**config.mk**
```make
export PLATFORM = sky130hd
export DESIGN_NAME = fetch_unit_flat
export DESIGN_NICKNAME = d
export VERILOG_FILES = /design/src/rtl/fetch_unit_pkg.sv /design/src/rtl/fetch_unit_if.sv /design/src/rtl/fetch_unit.sv /design/src/flat_wrapper.sv
export SDC_FILE = /design/constraint.sdc
export NUM_CORES = 1
export LEC_CHECK = 0
export CAP_MARGIN = 40
export CORE_MARGIN = 4
export CORE_UTILIZATION = 25
export DETAILED_ROUTE_END_ITERATION = 16
export PLACE_DENSITY = 0.54
export RECOVER_POWER = 50
export SYNTH_ARGS = -nofsm -noshare
export SYNTH_HDL_FRONTEND = slang
export SYNTH_SLANG_ARGS = --single-unit
```
**constraint.sdc**
```tcl
create_clock -name clk -period 3.5 [get_ports clk]
set_clock_uncertainty 0.05 [all_clocks]
set_input_delay 0.875 -clock clk [delete_from_list [all_inputs] [get_ports clk]]
set_output_delay 0.875 -clock clk [all_outputs]
set_load 0.02 [all_outputs]
```
**src/rtl/fetch_unit_pkg.sv**
```systemverilog
// Shared definitions for the instruction fetch stage: widths, opcode
// constants, instruction field positions, fetch FSM states and payload type.
package fetch_unit_pkg;

   localparam int unsigned ADDR_W = 8;
   localparam int unsigned INST_W = 16;
   localparam int unsigned OP_W   = 4;

   localparam logic [ADDR_W-1:0] RESET_PC = 8'h00;

   localparam logic [OP_W-1:0] OP_HALT = 4'b1100;
   localparam logic [OP_W-1:0] OP_BEQZ = 4'b1001;
   localparam logic [OP_W-1:0] HALT_OP = OP_HALT;

   localparam int unsigned OP_MSB  = 15;
   localparam int unsigned OP_LSB  = 12;
   localparam int unsigned RD_MSB  = 11;
   localparam int unsigned RD_LSB  = 8;
   localparam int unsigned RS_MSB  = 7;
   localparam int unsigned RS_LSB  = 4;
   localparam int unsigned IMM_MSB = 3;
   localparam int unsigned IMM_LSB = 0;

   typedef enum logic [1:0] {
      ST_RUN,
      ST_DRAIN,
      ST_HALTED
   } state_e;

   typedef struct packed {
      logic [INST_W-1:0] inst;
      logic [ADDR_W-1:0] pc;
   } fetch_pkt_t;

   function automatic logic [OP_W-1:0] opcode(input logic [INST_W-1:0] inst);
      return inst[OP_MSB:OP_LSB];
   endfunction

endpackage

```
**src/rtl/fetch_unit_if.sv**
```systemverilog
// Fetch-stage bus: instruction memory port, decode handshake, execute
// redirect and halt status. master = fetch unit, slave = its environment.
interface fetch_unit_if;
   import fetch_unit_pkg::*;

   logic [ADDR_W-1:0] inst_addr;
   logic [INST_W-1:0] inst_data;
   logic              f_valid;
   logic              f_ready;
   logic [INST_W-1:0] f_inst;
   logic [ADDR_W-1:0] f_pc;
   logic              redirect;
   logic [ADDR_W-1:0] redirect_pc;
   logic              halted;

   modport master (
      output inst_addr, f_valid, f_inst, f_pc, halted,
      input  inst_data, f_ready, redirect, redirect_pc
   );

   modport slave (
      input  inst_addr, f_valid, f_inst, f_pc, halted,
      output inst_data, f_ready, redirect, redirect_pc
   );

endinterface

```
**src/rtl/fetch_unit.sv**
```systemverilog
// Instruction fetch stage: owns the PC, fetches from combinational instruction
// memory into a valid/ready fetch register, handles redirects and halt.
module fetch_unit
   import fetch_unit_pkg::*;
(
   input logic          clk,
   input logic          rst,
   fetch_unit_if.master bus
);

   state_e            state_q, state_d;
   logic [ADDR_W-1:0] pc_q, pc_d;
   fetch_pkt_t        fetch_q, fetch_d;
   logic              valid_q, valid_d;
   logic              halted_q, halted_d;

   logic load_c;
   logic accept_c;
   logic is_halt_c;

   assign load_c    = (state_q == ST_RUN) && (!valid_q || bus.f_ready) && !bus.redirect;
   assign accept_c  = valid_q && bus.f_ready;
   assign is_halt_c = (opcode(bus.inst_data) == HALT_OP);

   // Next-state logic; a redirect overrides everything and discards the fetch register
   always_comb begin
      state_d  = state_q;
      pc_d     = pc_q;
      fetch_d  = fetch_q;
      valid_d  = valid_q;
      halted_d = halted_q;
      if (bus.redirect) begin
         pc_d     = bus.redirect_pc;
         valid_d  = 1'b0;
         halted_d = 1'b0;
         state_d  = ST_RUN;
      end else begin
         unique case (state_q)
            ST_RUN: begin
               if (load_c) begin
                  fetch_d = '{inst: bus.inst_data, pc: pc_q};
                  valid_d = 1'b1;
                  pc_d    = pc_q + ADDR_W'(1);
                  if (is_halt_c) state_d = ST_DRAIN;
               end
            end
            ST_DRAIN: begin
               if (accept_c) begin
                  valid_d  = 1'b0;
                  halted_d = 1'b1;
                  state_d  = ST_HALTED;
               end
            end
            ST_HALTED: begin
               valid_d  = 1'b0;
               halted_d = 1'b1;
            end
            default: state_d = ST_RUN;
         endcase
      end
   end

   always_ff @(posedge clk) begin
      if (rst) begin
         state_q  <= ST_RUN;
         halted_q <= 1'b0;
      end else begin
         state_q  <= state_d;
         halted_q <= halted_d;
      end
   end

   always_ff @(posedge clk) begin
      if (rst) pc_q <= RESET_PC;
      else     pc_q <= pc_d;
   end

   always_ff @(posedge clk) begin
      if (rst) begin
         fetch_q <= '0;
         valid_q <= 1'b0;
      end else begin
         fetch_q <= fetch_d;
         valid_q <= valid_d;
      end
   end

   assign bus.inst_addr = pc_q;
   assign bus.f_valid   = valid_q;
   assign bus.f_inst    = fetch_q.inst;
   assign bus.f_pc      = fetch_q.pc;
   assign bus.halted    = halted_q;

endmodule

```
**src/flat_wrapper.sv**
```systemverilog
// flat-port wrapper written by rule: the top's interface ports become plain ports
module fetch_unit_flat import fetch_unit_pkg::*;
  (clk, rst, bus_inst_addr, bus_f_valid, bus_f_inst, bus_f_pc, bus_halted, bus_inst_data, bus_f_ready, bus_redirect, bus_redirect_pc);
  fetch_unit_if bus_i ();
  input logic clk;
  input logic rst;
  output wire logic [$bits(bus_i.inst_addr)-1:0] bus_inst_addr;
  output wire logic [$bits(bus_i.f_valid)-1:0] bus_f_valid;
  output wire logic [$bits(bus_i.f_inst)-1:0] bus_f_inst;
  output wire logic [$bits(bus_i.f_pc)-1:0] bus_f_pc;
  output wire logic [$bits(bus_i.halted)-1:0] bus_halted;
  input wire logic [$bits(bus_i.inst_data)-1:0] bus_inst_data;
  input wire logic [$bits(bus_i.f_ready)-1:0] bus_f_ready;
  input wire logic [$bits(bus_i.redirect)-1:0] bus_redirect;
  input wire logic [$bits(bus_i.redirect_pc)-1:0] bus_redirect_pc;
  assign bus_inst_addr = bus_i.inst_addr;
  assign bus_f_valid = bus_i.f_valid;
  assign bus_f_inst = bus_i.f_inst;
  assign bus_f_pc = bus_i.f_pc;
  assign bus_halted = bus_i.halted;
  assign bus_i.inst_data = bus_inst_data;
  assign bus_i.f_ready = bus_f_ready;
  assign bus_i.redirect = bus_redirect;
  assign bus_i.redirect_pc = bus_redirect_pc;
  fetch_unit u_core (.clk(clk), .rst(rst), .bus(bus_i));
endmodule
```
==> summary by stage <==
Outcome
The run finished with clean final reports.

Cells and area
After routing the design area is 0.00236 sq mm. The sequential cells in the finished layout cover a total of 721 sq um. Once layout is complete, the utilization of the core stands at 37.4%. In the layout the commonest cells are sky130_fd_sc_hd__nand2_1, sky130_fd_sc_hd__dfxtp_1, sky130_fd_sc_hd__clkdlybuf4s50_1.

The finished layout holds 333 standard cells, fillers aside. Cells with a size suffix above 1 make up 4.69% of the layout. Summing all multi-input logic gate instances after layout gives 782 sq um. The area growth from synthesis to layout is 46.2%.

Leaving out fill and tap cells, the most frequent cell in the layout is sky130_fd_sc_hd__nand2_1. The number of antenna diodes in the final layout is 0. The final-stage net count is 289. The number of fill cells in the layout is 674.

Setup path
Of all nets on the critical path, the largest fanout is 8. The critical path in this run is classified as reg -> out. The worst setup path startpoint is u_core.bus.inst_addr[2]$_SDFFE_PP0P_.

On the worst path, the slowest cell contributes a delay of 0.67 ns. For this design, the slowest cell found on the critical path is sky130_fd_sc_hd__clkdlybuf4s50_1. At the worst endpoint, the required time is 2.57 ns. The startpoint of the most critical register-to-register path is u_core.state_q[1]$_SDFFE_PP0P_. The nature of the critical path startpoint is a flop. The number of buffers and inverters on the critical path is 1. The arrival time at the worst endpoint is 1.46 ns. The kind of cell adding the most delay to the critical path is buffers and inverters. Traced cell by cell, the critical path runs through clkdlybuf4s50_1. The type of element capturing the critical path is an output port.

GRT
The global-route total usage across every layer is 10.5%. After global routing the overflow that remains totals 0. The number of antenna violations at the first check in global routing is 0. The via count of the first global-routing pass came to 1335.

The pin count of the biggest net entering global routing is 25. The wire length of the first global-routing pass is 6280 um.

Clock tree
The longest clock path from root to sink contains 2 buffers. CTS saw 36 sinks. The root buffer cell chosen for the clock tree is sky130_fd_sc_hd__clkbuf_8.

The H-tree generated during clock tree synthesis spans 2 levels. The number of buffers added to fix hold violations after cts is 0. The number of gates given a new drive strength after cts is 0. The TritonCTS buffer count is 5. TritonCTS built the clock tree.

For the worst-skew pair, the clock arrives at the later sink with an insertion delay of 0.29 ns. The register clock-pin slew on the reported worst setup and hold paths is 0.08 ns. The number of buffers added for setup after CTS is 0.

Logic synthesis
The synthesized netlist occupies a cell area of 0.00162 sq mm. In the synthesized netlist, the number of instances is 195. The mean cell area of the mapped netlist is 8.28 sq um.

For this run, the leading register cell type out of synthesis is sky130_fd_sc_hd__dfxtp_1. The number of different library cells used by synthesis comes to 36. The share of the yosys chip area belonging to registers is 44.6%. The number of flops mapped to enable cells by yosys is 0. After synthesis the netlist holds a flip-flop and latch count of 36.

During synthesis, Yosys emitted a total of 0 warnings. The async set-reset flop share out of synthesis is 0%. The number of nets in the synthesized netlist is 229.

Placement
Routability-driven placement finished with a final weighted congestion of 0.709. Buffers placed on the I/O ports in this run total 61. The number of placed instances, taps included is 325. Summing all placed instances gives a cell area of 0.00226 sq mm. The estimated wirelength of the detail-placed design is 3060 um.

OpenSTA, run right after detailed placement, puts the worst setup slack at 0.930 ns.

Route
The number of iterations in the first detailed-routing pass is 4. The count of antenna-violating nets left after detailed routing is 0. The violation count after the first detailed-route iteration is 36.

After detailed routing, the average wire length per cell comes to 12.5 um. The via count normalized by instance count is 4.47. After detailed routing, the number of remaining DRC violations is 0.

The total wire length is 4150 um. The total vias in the final route is 1488.

Die
In this run the vertical extent of the chip is 88.4 um. The standard cell core area is 0.00631 sq mm. The die covers 0.00781 sq mm.

The initialized floorplan defines 29 standard-cell rows. During I/O placement, the number of pins put on the boundary was 62. The die is 88.4 um wide. The initial core utilization is 25.6%.

Timing
For the pin with the worst max-slew slack, the measured transition is 0.561 ns. The final critical path takes up 68.1% of the cycle. Across all hold checks on the routed design, the worst slack comes to 0.404 ns.

The minimum clock period is 2.38 ns. The highest clock rate is 0.419 GHz. The count of endpoints failing hold in the final timing report is 0.

The final-report setup violation count is 0. Setup slack closes at 1.12 ns. The number of max-slew violations in the final report is 0. The setup TNS after final layout is 0 ns. Setup repair after global routing left no endpoint under its margin. The remaining max-slew budget at the tightest pin is 62.5%.

Power and ir drop
The standby leakage power is 0.969 nW. The maximum vdd drop is 0.000167 V. For this design the ratio of total power to cell area is 416 mW/mm^2. Overall power consumption after layout is estimated at 982 uW.

Worst hold path
The tightest min-delay check is of the reg -> reg type. In this run the most critical hold path is launched from u_core.bus.f_inst[5]$_SDFFE_PP0P_.

Run
The count of maximum capacitance violations is 0.
path summary, 6_finish.rpt:
kind | slack, ns | cells after the start | end
setup / recovery | 1.12 | 1 | bus_inst_addr[2]
hold / removal | 0.40 | 2 | u_core.bus.f_inst[5]$_SDFFE_PP0P_
setup reg to reg | 1.70 | 7 | u_core.bus.f_pc[2]$_SDFFE_PP0P_
hold reg to reg | 0.40 | 2 | u_core.bus.f_inst[5]$_SDFFE_PP0P_
registers in the layout, summed over array words and instances (netlist names):
| signal | count |
|---|---|
| u_core.bus.halted | 1 |
| u_core.bus.inst_addr | 8 |
| u_core.bus.f_pc | 8 |
| u_core.bus.f_inst | 16 |
| u_core.bus.f_valid | 1 |
| u_core.state_q | 2 |
cell families (layout without fill, tap and decap cells):
group,count (synthesis),in the layout,synth area share [%]
AND/OR/NAND/NOR,90,90,26.0
AO/OA/AOI/OAI,38,38,13.2
multiplexers,3,3,1.86
XOR/XNOR,5,5,2.71
adder cells (fa/ha/maj),6,6,4.65
flip-flops,36,36,44.6
buffers and inverters,17,78,6.89
metal layers:
| layer | track usage (%) | vias to the layer above | routed length [um] |
|---|---|---|---|
| li1 | - | 781 | - |
| met1 | 13.5 | 667 | 1830 |
| met2 | 16.0 | 35 | 1970 |
| met3 | 4.47 | 5 | 310 |
| met4 | 3.30 | 0 | 44 |
| met5 | 0 | - | 0 |
area by class of cell:
class                   count  share of cell area, %
clock inverters             2                   1.48
well taps                  77                   4.08
flip-flops and latches     36                   30.5
repair buffers             64                   26.8
clock buffers               6                   3.07
inverters                   6                  0.953
multi-input cells         142                   33.1
synthesized netlist by cell type (3+ instances only):
cell type                   n  area [sq um]
sky130_fd_sc_hd__nand4_1    4          25.0
sky130_fd_sc_hd__dfxtp_1   36           721
sky130_fd_sc_hd__nand2_1   57           214
sky130_fd_sc_hd__nor2_1     7          26.3
sky130_fd_sc_hd__ha_1       6          75.1
sky130_fd_sc_hd__xor2_1     4          35.0
sky130_fd_sc_hd__nand3_1    7          35.0
sky130_fd_sc_hd__a211oi_1   4          30.0
sky130_fd_sc_hd__mux2i_1    3          30.0
sky130_fd_sc_hd__a21oi_1   26           130
sky130_fd_sc_hd__inv_1      6          22.5
sky130_fd_sc_hd__o21ai_0    3          15.0
where the power goes:
part	switching [mW]	internal (mW)
Combinational	0.0835	0.0829
Sequential	0.0214	0.433
Clock	0.150	0.211
No activity file was read; power rests on OpenSTA's default activity.
